==> src/rtl/hermes_injector.sv <==
// Hermes NoC packet injector: turns a (target, size) descriptor plus a payload
// stream into a header flit followed by payload flits toward a router local port.
module hermes_injector #(
    parameter logic [15:0] ADDRESS     = 16'd0,
    parameter int          BUFFER_SIZE = 4,
    parameter int          FLIT_SIZE   = 32
) (
    input  logic                 clk_i,
    input  logic                 rst_i,
    input  logic                 desc_valid_i,
    output logic                 desc_ready_o,
    input  logic [15:0]          target_i,
    input  logic [15:0]          size_i,
    input  logic                 pl_valid_i,
    output logic                 pl_ready_o,
    input  logic [FLIT_SIZE-1:0] pl_data_i,
    output logic                 tx_o,
    output logic                 eop_o,
    output logic [FLIT_SIZE-1:0] data_o,
    input  logic                 credit_i,
    output logic                 busy_o,
    output logic                 sent_o,
    output logic [15:0]          src_o
);

    localparam int PTR_W = $clog2(BUFFER_SIZE);
    localparam int CNT_W = PTR_W + 1;
    localparam logic [CNT_W-1:0] DEPTH = CNT_W'(BUFFER_SIZE);

    typedef enum logic [1:0] {
        IDLE,
        HEADER,
        PAYLOAD
    } state_t;

    state_t state;
    state_t next_state;

    logic [15:0]          target_q;
    logic [15:0]          size_q;
    logic [15:0]          remaining;
    logic [FLIT_SIZE-1:0] mem [BUFFER_SIZE];
    logic [PTR_W-1:0]     wr_ptr;
    logic [PTR_W-1:0]     rd_ptr;
    logic [CNT_W-1:0]     count;
    logic                 sent_q;
    logic                 fifo_empty;
    logic                 push;
    logic                 pop;
    logic                 transfer;
    logic                 desc_take;

    // Pointers wrap naturally because BUFFER_SIZE is a power of two.
    assign fifo_empty = (count == '0);
    assign pl_ready_o = (count < DEPTH);
    assign push       = pl_valid_i && pl_ready_o;
    assign transfer   = tx_o && credit_i;
    assign pop        = transfer && (state == PAYLOAD);
    assign desc_take  = desc_valid_i && (state == IDLE);
    assign sent_o     = sent_q;
    assign src_o      = ADDRESS;

    always_ff @(posedge clk_i or posedge rst_i) begin
        if (rst_i) begin
            state <= IDLE;
        end else begin
            state <= next_state;
        end
    end

    always_comb begin
        next_state   = state;
        desc_ready_o = 1'b0;
        tx_o         = 1'b0;
        eop_o        = 1'b0;
        data_o       = '0;
        busy_o       = 1'b0;
        case (state)
            IDLE: begin
                desc_ready_o = 1'b1;
                if (desc_valid_i) begin
                    next_state = HEADER;
                end
            end
            HEADER: begin
                busy_o = 1'b1;
                tx_o   = 1'b1;
                data_o = {{(FLIT_SIZE-16){1'b0}}, target_q};
                eop_o  = (size_q == 16'd0);
                if (credit_i) begin
                    next_state = (size_q == 16'd0) ? IDLE : PAYLOAD;
                end
            end
            PAYLOAD: begin
                busy_o = 1'b1;
                // An empty FIFO is a bubble: nothing is presented, state holds.
                if (!fifo_empty) begin
                    tx_o   = 1'b1;
                    data_o = mem[rd_ptr];
                    eop_o  = (remaining == 16'd1);
                    if (credit_i && (remaining == 16'd1)) begin
                        next_state = IDLE;
                    end
                end
            end
            default: begin
                next_state = IDLE;
            end
        endcase
    end

    always_ff @(posedge clk_i or posedge rst_i) begin
        if (rst_i) begin
            target_q  <= '0;
            size_q    <= '0;
            remaining <= '0;
            wr_ptr    <= '0;
            rd_ptr    <= '0;
            count     <= '0;
            sent_q    <= 1'b0;
        end else begin
            sent_q <= transfer && eop_o;
            if (desc_take) begin
                target_q <= target_i;
                size_q   <= size_i;
            end
            if ((state == HEADER) && transfer) begin
                remaining <= size_q;
            end else if (pop) begin
                remaining <= remaining - 16'd1;
            end
            if (push) begin
                wr_ptr <= wr_ptr + 1'b1;
            end
            if (pop) begin
                rd_ptr <= rd_ptr + 1'b1;
            end
            case ({push, pop})
                2'b10:   count <= count + 1'b1;
                2'b01:   count <= count - 1'b1;
                default: count <= count;
            endcase
        end
    end

    // Storage needs no reset: the count alone defines which entries are live.
    always_ff @(posedge clk_i) begin
        if (push) begin
            mem[wr_ptr] <= pl_data_i;
        end
    end

endmodule

==> config.mk <==
export PLATFORM = sky130hd
export DESIGN_NAME = hermes_injector
export DESIGN_NICKNAME = d
export VERILOG_FILES = /design/src/rtl/hermes_injector.sv
export SDC_FILE = /design/constraint.sdc
export NUM_CORES = 1
export LEC_CHECK = 0
export ABC_AREA = 1
export CAP_MARGIN = 30
export CORE_UTILIZATION = 40
export CTS_CLUSTER_DIAMETER = 120
export CTS_CLUSTER_SIZE = 12
export DETAILED_ROUTE_END_ITERATION = 12
export DONT_BUFFER_PORTS = 1
export SYNTH_ARGS = -nofsm -noshare
export SYNTH_HDL_FRONTEND = slang
export SYNTH_SLANG_ARGS = --single-unit
==> constraint.sdc <==
create_clock -name clk_i -period 2.6 [get_ports clk_i]
set_input_delay 0.52 -clock clk_i [delete_from_list [all_inputs] [get_ports clk_i]]
set_output_delay 0.52 -clock clk_i [all_outputs]
set_load 0.05 [all_outputs]
==> results.toml <==
[sta]
hold_ws_ps = 15.1
final_period_minus_worst_setup_slack_ps = 2530
tightest_slew_ps = 583
post-route-worst-setup-slack_ps = 72.6
maxSlewViolCount = 0
skew_ps = 11.2
final_hold_viol_count = 0
fin_crit_sh_pct = 97.2
setup-tns-final_ps = 0
max_slew_margin_pct = 61.1
setup-violations-final = 0
fmax_mhz = 396

[logic_synthesis]
yosysWarningCount = 0
yosys_top_cell_area_share_pct = 46.7
netlist_area_sq_um = 8220
yosysUniqueCellTypes = 38
yosysTopAreaCell = "sky130_fd_sc_hd__edfxtp_1"
synth_edf_count = 128
synth-seq-cells = 186
synth.area.top_cells = "sky130_fd_sc_hd__edfxtp_1 (47%), sky130_fd_sc_hd__dfrtp_1 (18%), sky130_fd_sc_hd__nor2_1 (6.9%), sky130_fd_sc_hd__o21ai_0 (5.3%), sky130_fd_sc_hd__nand2_1 (4.0%)"
avgSynthCellArea_sq_um = 10.8
ys_dominant_reg_cell = "sky130_fd_sc_hd__edfxtp_1"
post_syn_instances = 759
synthArstFlopShare_pct = 31.2
yosysSeqAreaShare_pct = 64.4

[finish]
fin_area_sq_um = 9590
postLayoutCoreUtil_pct = 47.6
finalNetCount = 877
layout.cells.most_common = "sky130_fd_sc_hd__nor2_1"
area_growth_syn_to_layout_pct = 16.7
antennaDiodeCount = 0
post_route_cells_drive_above_1_share_pct = 18.0
stdcell_count = 1080
layout.cells.most_common_list = "sky130_fd_sc_hd__nor2_1 (148), sky130_fd_sc_hd__edfxtp_1 (128), sky130_fd_sc_hd__nand2_1 (86)"

[power]
cellLeakagePower_nw = 3.74
powerDensity_nw_per_um2 = 1120
max-vdd-ir-drop_v = 0.000636
report.power.total_mw = 10.7

[worst_hold_path]
min-delay-path-class = "primary input to asynchronous set/reset pin"

[cts]
cts-root-buf = "sky130_fd_sc_hd__clkbuf_16"
path_clk_slew_ps = 70
cts-root-to-sink-buffers = 2
tritoncts.num_buffers = 17
cts_tree = "done"
cts_sinks = 186
clk-insertion-delay-late_ps = 430
h-tree-depth = 4
number_of_hold_buffers_added_after_cts = 0

[detailed_routing]
route.antenna.remaining_nets = 0
drt_first_pass_iters = 4
routed_wire_length_per_instance_um = 16.2
wl_mm = 17.5
route.detailed.vias_per_inst = 4.93
remaining_drc_errors = 0
initialDrtViolationCount = 249
routed-via-count = 5327

[setup_path]
kind_of_start_point_of_the_critical_path = "flip-flop"
r2r_slack_ps = 260
crit_required_ps = 2080
critical_path_peak_fanout = 16
timing.critical_path.to_type = "output port"
critPathLaunch = "state[0]$_DFFE_PP0P_"
timing.rr.start = "state[0]$_DFFE_PP0P_"
worstRegToRegCells = 14
worstSetupPathType = "flip-flop to output port"
regToRegEndpoint = "count[2]$_DFFE_PP0P_"
cp_data_arrival_time_ps = 2010

[floorplanning]
dieWidth_um = 145
floorplan.die.height_um = 145
ios = 123
number_of_core_rows = 52
total_die_area_sq_um = 21100
core_region_area_sq_um = 20200
initial_core_utilization_pct = 40.8

[placed_design]
place_worst_setup_slack_ps = 204
place.gp.congestion = 0.808
numPlacedInstances = 1046
buffer_ports.inserted = 0
place_area_sq_um = 8910
detailedPlacementHpwl_mm = 11.3

[job]
cap_viol_max_count = 0

[global_route]
grt_start_max_net_pins = 68
grt_pass1_wl_mm = 27.6
grt_pass1_vias = 5119
gr-total-overflow = 0
track_usage_pct = 17.1
grt_antenna_before_repair = 0

[status]
outcome = "finished, final reports clean"
[repair_timing]
action                     in CTS  in global routing
pin swaps                       0                  0
gates resized for setup         4                 18
setup buffers                   1                  1
setup endpoints to repair      33                 28
[power breakdown]
part           internal, mW  leakage, nW  switching, mW
logic                  1.45         1.64           2.87
clock network          1.27        0.267           1.18
registers              3.60         1.83          0.327
[worst max-delay path by stage]
stage	depth (start not counted)	slack (ps)	to
2_1_floorplan	3	-90	mem[0][0]$_DFFE_PP_
3_3_place_gp	14	240	count[2]$_DFFE_PP0P_
3_5_place_dp	14	200	count[2]$_DFFE_PP0P_
4_1_cts	8	-20	data_o[20]
5_1_grt	8	-4	eop_o
6_report	8	70	data_o[22]
[worst max-delay path, stage by stage (launching register included)]
cell,delay (ps)
sky130_fd_sc_hd__dfrtp_1,390
sky130_fd_sc_hd__inv_2,80
sky130_fd_sc_hd__ha_4,300
sky130_fd_sc_hd__nand2_2,100
sky130_fd_sc_hd__clkinv_4,80
sky130_fd_sc_hd__nand2_8,60
sky130_fd_sc_hd__buf_6,170
sky130_fd_sc_hd__a21oi_1,170
sky130_fd_sc_hd__buf_4,230
[metal layers]
metal / global-route usage [%] / part of all wire [%] / wire, um
met5: 0 / 0 / 0
met4: 5.58 / 1.4 / 240
met2: 29.6 / 51 / 8960
met1: 20.7 / 42 / 7420
met3: 4.51 / 4.9 / 855
[area by class of cell]
cell class                 instances  area, sq um
timing repair buffer              49          524
multi-input combinational        487         2650
clock inverter                    13          134
inverter                          56          219
fill                            1858        10600
tap                              270          338
sequential                       186         5300
clock buffer                      19          433
[synth_stat cells (2+ instances only)]
library cell,n
sky130_fd_sc_hd__nand3b_1,4
sky130_fd_sc_hd__nor2_1,152
sky130_fd_sc_hd__nand3_1,21
sky130_fd_sc_hd__buf_6,2
sky130_fd_sc_hd__clkbuf_1,15
sky130_fd_sc_hd__nand2_1,87
sky130_fd_sc_hd__ha_1,10
sky130_fd_sc_hd__mux2_2,14
sky130_fd_sc_hd__nor2_4,2
sky130_fd_sc_hd__xor2_1,4
sky130_fd_sc_hd__and2_1,2
sky130_fd_sc_hd__buf_2,8
sky130_fd_sc_hd__buf_1,2
sky130_fd_sc_hd__nand2_4,2
sky130_fd_sc_hd__a22oi_2,4
sky130_fd_sc_hd__xnor2_1,4
sky130_fd_sc_hd__o21ai_0,87
sky130_fd_sc_hd__nand4_1,2
sky130_fd_sc_hd__buf_4,18
sky130_fd_sc_hd__inv_1,51
sky130_fd_sc_hd__nand2_8,3
sky130_fd_sc_hd__o22ai_1,16
sky130_fd_sc_hd__inv_2,3
sky130_fd_sc_hd__a21oi_1,41
sky130_fd_sc_hd__edfxtp_1,128
sky130_fd_sc_hd__dfrtp_1,58
sky130_fd_sc_hd__nand2_2,2
sky130_fd_sc_hd__a21boi_0,2
sky130_fd_sc_hd__o21ai_1,6
[kinds of logic after synthesis]
| group | after synthesis | synth area share [%] |
|---|---|---|
| adder cells (fa/ha/maj) | 11 | 1.77 |
| multiplexers | 14 | 1.92 |
| other | 1 | 0.0456 |
| AO/OA/AOI/OAI | 158 | 10.5 |
| XOR/XNOR | 8 | 0.852 |
| AND/OR/NAND/NOR | 280 | 14.8 |
| buffers and inverters | 101 | 5.81 |
| flip-flops | 186 | 64.4 |
[state kept, by name, indices dropped and copies added, names as in the netlist]
signal and count:
count 3, mem 128, rd_ptr 2, remaining 16, sent_o 1, size_q 16
state 2, target_q 16, wr_ptr 2
No activity file was read; power rests on OpenSTA's default activity.
